### src/rtl/hazard_ctrl.sv
// Pipeline hazard and stall controller: load-use stalls, taken-branch flushes,
// multi-cycle EX-op freeze, and a saturating stall-cycle counter.
module hazard_ctrl #(
  parameter int unsigned MC_LATENCY = 8,
  parameter int unsigned CNT_W      = 16
) (
  input  logic             clk,
  input  logic             rst,
  input  logic             id_ex_MemRead,
  input  logic [4:0]       id_ex_RegisterRt,
  input  logic [4:0]       if_id_RegisterRs,
  input  logic [4:0]       if_id_RegisterRt,
  input  logic             branch_taken,
  input  logic             mc_start,
  output logic             pc_write,
  output logic             if_id_write,
  output logic             if_id_flush,
  output logic             id_ex_write,
  output logic             id_ex_bubble,
  output logic             ex_mem_bubble,
  output logic             mc_busy,
  output logic             mc_done,
  output logic [CNT_W-1:0] stall_cnt
);

  localparam int unsigned CW = (MC_LATENCY > 1) ? $clog2(MC_LATENCY) : 1;

  typedef enum logic [0:0] {
    RUN     = 1'b0,
    MC_WAIT = 1'b1
  } state_e;

  state_e           state_q, state_d;
  logic [CW-1:0]    cnt_q, cnt_d;
  logic [CNT_W-1:0] stall_q, stall_d;
  logic             load_use;

  assign load_use = id_ex_MemRead && (id_ex_RegisterRt != 5'd0) &&
                    ((id_ex_RegisterRt == if_id_RegisterRs) ||
                     (id_ex_RegisterRt == if_id_RegisterRt));

  // Next-state and combinational hazard outputs
  always_comb begin
    state_d       = state_q;
    cnt_d         = cnt_q;
    pc_write      = 1'b1;
    if_id_write   = 1'b1;
    if_id_flush   = 1'b0;
    id_ex_write   = 1'b1;
    id_ex_bubble  = 1'b0;
    ex_mem_bubble = 1'b0;
    mc_done       = 1'b0;
    if (!rst) begin
      unique case (state_q)
        RUN: begin
          if (mc_start) begin
            pc_write      = 1'b0;
            if_id_write   = 1'b0;
            id_ex_write   = 1'b0;
            ex_mem_bubble = 1'b1;
            cnt_d         = CW'(MC_LATENCY - 2);
            state_d       = MC_WAIT;
          end else if (load_use) begin
            pc_write     = 1'b0;
            if_id_write  = 1'b0;
            id_ex_bubble = 1'b1;
          end else if (branch_taken) begin
            if_id_flush = 1'b1;
          end
        end
        MC_WAIT: begin
          if (cnt_q != '0) begin
            pc_write      = 1'b0;
            if_id_write   = 1'b0;
            id_ex_write   = 1'b0;
            ex_mem_bubble = 1'b1;
            cnt_d         = cnt_q - CW'(1);
          end else begin
            // Result leaves EX; ID-stage hazards still apply this cycle.
            mc_done = 1'b1;
            state_d = RUN;
            if (load_use) begin
              pc_write     = 1'b0;
              if_id_write  = 1'b0;
              id_ex_bubble = 1'b1;
            end else if (branch_taken) begin
              if_id_flush = 1'b1;
            end
          end
        end
        default: state_d = RUN;
      endcase
    end
  end

  always_comb begin
    stall_d = stall_q;
    if (!pc_write && (stall_q != '1)) begin
      stall_d = stall_q + CNT_W'(1);
    end
  end

  assign mc_busy   = !rst && (state_q == MC_WAIT);
  assign stall_cnt = rst ? '0 : stall_q;

  always_ff @(posedge clk) begin
    if (rst) begin
      state_q <= RUN;
      cnt_q   <= '0;
      stall_q <= '0;
    end else begin
      state_q <= state_d;
      cnt_q   <= cnt_d;
      stall_q <= stall_d;
    end
  end

endmodule

### config.mk
export PLATFORM = sky130hd
export DESIGN_NAME = hazard_ctrl
export DESIGN_NICKNAME = d
export VERILOG_FILES = /design/src/rtl/hazard_ctrl.sv
export SDC_FILE = /design/constraint.sdc
export NUM_CORES = 1
export LEC_CHECK = 0
export CAP_MARGIN = 20
export CORE_UTILIZATION = 35
export CTS_BUF_LIST = sky130_fd_sc_hd__clkbuf_8
export DETAILED_ROUTE_END_ITERATION = 12
export PLACE_DENSITY_LB_ADDON = 0.08
export SETUP_SLACK_MARGIN = 0.15
export SLEW_MARGIN = 20
export SYNTH_ARGS = -nofsm -noshare
export SYNTH_HDL_FRONTEND = slang
export SYNTH_SLANG_ARGS = --single-unit
export TNS_END_PERCENT = 10
### constraint.sdc
create_clock -name clk -period 2 [get_ports clk]
set_input_delay 0.3 -clock clk [delete_from_list [all_inputs] [get_ports clk]]
set_output_delay 0.3 -clock clk [all_outputs]
set_load 0.01 [all_outputs]
=== Word-level counts from Yosys, hierarchy flattened ===
Index checks and enable logic that the tools add are counted.

* Logic and storage cells: 51
* Output and inout bits: 24
* Bits of input ports: 20
* Flip-flop bits (word level): 20

* $add $sub $neg: 2
* Reduce and logical (&&, ||, !) cells: 10
* Mux-type cells: 30
* Eq/ne operators: 5
* Bitwise operators: 1

{| class="wikitable"
|+ Operators by type and width
! operator !! count
|-
| 2-to-1 mux 1 bit || 21
|-
| adder 16 x 1 -> 16 bit (second input constant) || 1
|-
| 2-to-1 mux 16 bit || 1
|-
| != test 16 bit (second input constant) || 1
|-
| equality test 5 bit || 2
|-
| one-hot mux 1 bit (2 select lines) || 5
|-
| 2-to-1 mux 3 bit || 2
|-
| one-hot mux 3 bit (2 select lines) || 1
|-
| nonzero test 5 bit || 1
|-
| logical AND 1 bit || 4
|-
| nonzero test 3 bit || 1
|-
| subtractor 3 x 1 -> 3 bit (second input constant) || 1
|-
| zero test 1 bit || 2
|-
| != test 2 x 1 -> 1 bit (second input constant) || 1
|-
| != test 2 bit (second input constant) || 1
|-
| AND reduction 2 bit || 1
|-
| logical OR 1 bit || 1
|-
| inverter 1 bit || 1
|}

=== Logic depth before layout (Yosys ltp) ===
* Depth in word-level cells: 9
* Depth in mapped cells: 9

=== Least setup slack after synthesis ===
OpenSTA, ideal clock, no wires.

* Kind: register to register
* Start: register stall_q[0]
* End: register stall_q[14]
* Data arrival time: 1.825 ns
* Stages on the path, launching flop included: 8
* Setup time: 0.071 ns
* Slack: 0.105 ns
* Period minus slack after synthesis: 1.895 ns
* Cells stage by stage: dfxtp_1 ha_1 and4_1 and3_1 a41oi_2 a21oi_4 or3_2 a21oi_1

* Cells in the longest elaborated chain, start to end: 2
* Elaborated cells between the ends (all ways): 3

{| class="wikitable"
|+ Ends and longest elaborated chain
! element !! RTL line !! text
|-
| from (decl) || 35 || <nowiki>logic [CNT_W-1:0] stall_q, stall_d;</nowiki>
|-
| from (signal assigned) || 114 || <nowiki>stall_q <= stall_d;</nowiki>
|-
| parallel branches: the longest is 2 deep, another holds adder 16 x 1 -> 16 bit || n/a ||
|}

Parallel ways; which one is timed is not known.
A chain may end at the register's enable or synchronous reset.

=== Worst setup path after layout ===
* Start: input mc_start
* End: register stall_q[10]

* Cells in the longest elaborated chain, start to end: 5

{| class="wikitable"
|+ Ends and longest elaborated chain
! element !! RTL line !! text
|-
| from (decl) || 14 || <nowiki>input logic mc_start,</nowiki>
|-
| 2-to-1 mux 1 bit || 56 || <nowiki>if (mc_start) begin</nowiki>
|-
| one-hot mux 1 bit (2 select lines) || 54 || <nowiki>unique case (state_q)</nowiki>
|-
| 2-to-1 mux 1 bit || 53 || <nowiki>if (!rst) begin</nowiki>
|-
| zero test 1 bit || 98 || <nowiki>if (!pc_write && (stall_q != '1)) begin</nowiki>
|-
| logical AND 1 bit || 98 ||
|}

No other way between the ends.

==> impl_metrics.csv <==
group,metric,value,unit
hold_path,hold_path.class,"reg2reg",
finish,fill_cells,342,
yosys,syn_area_per_cell,8.114,sq um
yosys,syn_nets,190,
sta,finalCriticalPeriod,1.918,ns
critical_path,cp_max_fo,8,
critical_path,worstPathArrival,2.13,ns
yosys,ys_seq_area_share,29.55,%
power,p_seq_share,36.4,%
clock_network,cts_max_level,1,
sta,setup_viol,0,
routing,post-route-drc-count,0,
yosys,synth_cell_types,46,
routing,vias_per_cell,5.010,
power,switching_power,0.3113,mW
yosys,synth_area,1355,sq um
finish,fin_nets,275,
power,clkPwrFrac,35.6,%
critical_path,worstReg2RegEnd,"stall_q[10]$_SDFFE_PP0P_",
hold_path,holdPathStages,2,
placed_design,io_buffers,43,
yosys,ys.flop_type,"dfxtp_1",
sta,final_hold_viol_count,0,
placed_design,post-dp-hpwl,2738,um
yosys,synth_seq_cells,20,
routing,dr_total_vias,1498,
placed_design,globalplace.congestion,0.8344,
clock_network,clock_sinks,20,
floorplanning,die_area,4124,sq um
clock_network,root_buffer,"clkbuf_8",
sta,max_freq,0.5213,GHz
hold_path,hold_start,"stall_q[10]$_SDFFE_PP0P_",
finish,layout_commonest_cell,"buf_4",
clock_network,cts.clk_slew.worst_paths,0.08,ns
placed_design,place_area,2093,sq um
global_route,grt_max_degree,18,
floorplanning,num_rows,22,
yosys,synth_warnings,0,
yosys,synth_edf_count,0,
critical_path,cp_cell_sequence,"clkdlybuf4s50_1, nand2b_1, a21boi_4, buf_4, a41oi_2, a21oi_4, buf_6, or4_1, nand2_1",
routing,routedWlPerCell,13.01,um
finish,drive_gt1_share,37.45,%
power,peakVddDrop,0.3744,mV
sta,finalWorstSetupSlack,0.08162,ns
floorplanning,die_h,64.22,um
critical_path,cp-end-kind,"flop",
clock_network,clock_path_buffers,2,
hold_path,hold_end,"stall_q[10]$_SDFFE_PP0P_",
sta,max_slew.worst_pin.slew,0.3312,ns
power,internal_power,0.8708,mW
routing,first_pass_iters,4,
critical_path,cp_slowest_cell,"or4_1",
finish,postLayoutCellArea,2288,sq um
clock_network,tritoncts,"built",
critical_path,reg2reg_depth,8,
sta,slew_headroom,77.89,%
sta,fin_skew,0.003309,ns
routing,ant_nets,0,
clock_network,cts_buffers,3,
critical_path,cp_data_required_time,2.21,ns
routing,first_iter_violations,45,
finish,diodes,0,
placed_design,dp_slack,-0.6998,ns
global_route,grt_use_total,18.88,%
floorplanning,die_w,64.22,um
global_route,antenna_found_initial,0,
clock_network,clk_latency,0.27,ns
critical_path,rrSetupSlack,0.09,ns
run_status,status,"completed",
yosys,syn_inst,167,
critical_path,timing.rr.start,"stall_q[1]$_SDFFE_PP0P_",
routing,wirelength,3891,um
power,swShare,26.34,%
global_route,globalRouteOverflowTotal,0,
global_route,grt_pass1_wl,6092,um
run,cap_violations,0,
critical_path,max_stage_delay,0.47,ns
critical_path,critPathKind,"in2reg",
power,power_frac_comb,28.0,%
sta,min_period_over_period,95.92,%
power,power_leakage,1.004,nW
sta,drv_slew,0,
floorplanning,coreArea,3689,sq um
floorplanning,initial_core_util,36.74,%
global_route,grt_pass1_vias,1450,
critical_path,worstSetupStartpointType,"input pin",
finish,area_growth,68.88,%
floorplanning,io_pins,44,
sta,grt_setup_unrepaired,"yes",
power,powerDensity,516.5,nW/um^2
yosys,async_flop_share,0,%
power,p_total,1.182,mW
finish,mostFrequentLayoutCells,"36 x buf_4, 23 x dlygate4sd2_1, 19 x nand2_1",
-- area by class of cell --
class | count | area [sq um] | area share [%]
clock buffer | 3 | 41.29 | 1.804
multi-input combinational | 138 | 1008 | 44.07
tap | 48 | 60.06 | 2.624
inverter | 3 | 11.26 | 0.4921
sequential | 20 | 410.4 | 17.93
clock inverter | 1 | 30.03 | 1.312
timing repair buffer | 86 | 726.9 | 31.77
-- power by group through the flow --
stage               clock network, mW  logic, mW  registers (mW)
floorplan                           0      0.137           0.433
global route                    0.450      0.361           0.432
CTS                             0.430      0.314           0.425
global placement                    0      0.293           0.432
finish                          0.421      0.331           0.430
detailed placement                  0      0.300           0.432
-- metrics by stage --
stage	cells	TNS (ns)	hold slack (ns)	util [%]
3_3_place_gp	288	-8.183	0.5040	56.75
2_1_floorplan	167	0	0.4717	-
3_5_place_dp	288	-8.699	0.5279	56.75
6_report	299	0	0.5324	62.04
5_1_grt	299	-0.03295	0.5582	62.04
4_1_cts	293	0	0.5384	59.70
-- critical path, delay by kind of cell --
family                 cells  cell delay, ns
AO/OA/AOI/OAI              3            0.45
buffers and inverters      3            0.76
AND/OR/NAND/NOR            3            0.62
-- flip-flops by register name, indices dropped and copies added (netlist names) --
register  cells
stall_q      16
state_q       1
cnt_q         3
-- logic make-up after synthesis --
family	after synthesis	share of synthesized area [%]
simple gates	93	39.34
compound gates	29	15.61
flops	20	29.55
xor+xnor	11	7.110
buf+inv	9	3.416
fa+ha+maj	3	2.770
mux	2	2.216
-- per-layer routing --
metal  vias to the layer above  wire, um  GRT usage, %
met5                         -         0             0
met4                         0       107         10.00
met3                         9       176         2.679
met2                        44      1861         34.71
met1                       683      1745         20.76
li1                        762         -             -
-- worst max path at each step --
| stage | startpoint | endpoint | slack, ns | cells after the start |
|---|---|---|---|---|
| after global routing | stall_q[1]$_SDFFE_PP0P_ | stall_q[0]$_SDFFE_PP0P_ | -0.01 | 9 |
| after CTS | stall_q[10]$_SDFFE_PP0P_ | stall_q[0]$_SDFFE_PP0P_ | 0.04 | 7 |
| after detailed placement | id_ex_RegisterRt[1] | if_id_flush | -0.70 | 7 |
| after floorplan | stall_q[0]$_SDFFE_PP0P_ | stall_q[14]$_SDFFE_PP0P_ | 0.17 | 7 |
| final | mc_start | stall_q[10]$_SDFFE_PP0P_ | 0.08 | 9 |
| after global placement | id_ex_RegisterRt[1] | if_id_flush | -0.67 | 7 |
-- synth_stat cells (all sizes together), types with 3 or more instances --
master,number,share of area [%]
nor2b,19,9.0
xnor2,10,6.5
o21ai,11,4.6
ha,3,2.8
nor2,11,3.2
nand2b,3,1.4
dfxtp,20,30
clkbuf,3,0.83
nand4,5,2.3
or3,4,1.9
nor3,5,2.2
or4,7,4.2
nand3,8,3.0
nand2,21,5.8
inv,3,0.83
a21oi,8,3.8
buf,3,1.8
-- repair_timing --
action / 4_1_cts / 5_1_grt
pin swaps: 30 / 6
resized for setup: 86 / 9
buffers inserted: 1 / 5
setup endpoints to repair: 39 / 25
gates cloned: 0 / 1
hold buffers: 0 / 0
No activity file was read; power rests on OpenSTA's default activity.
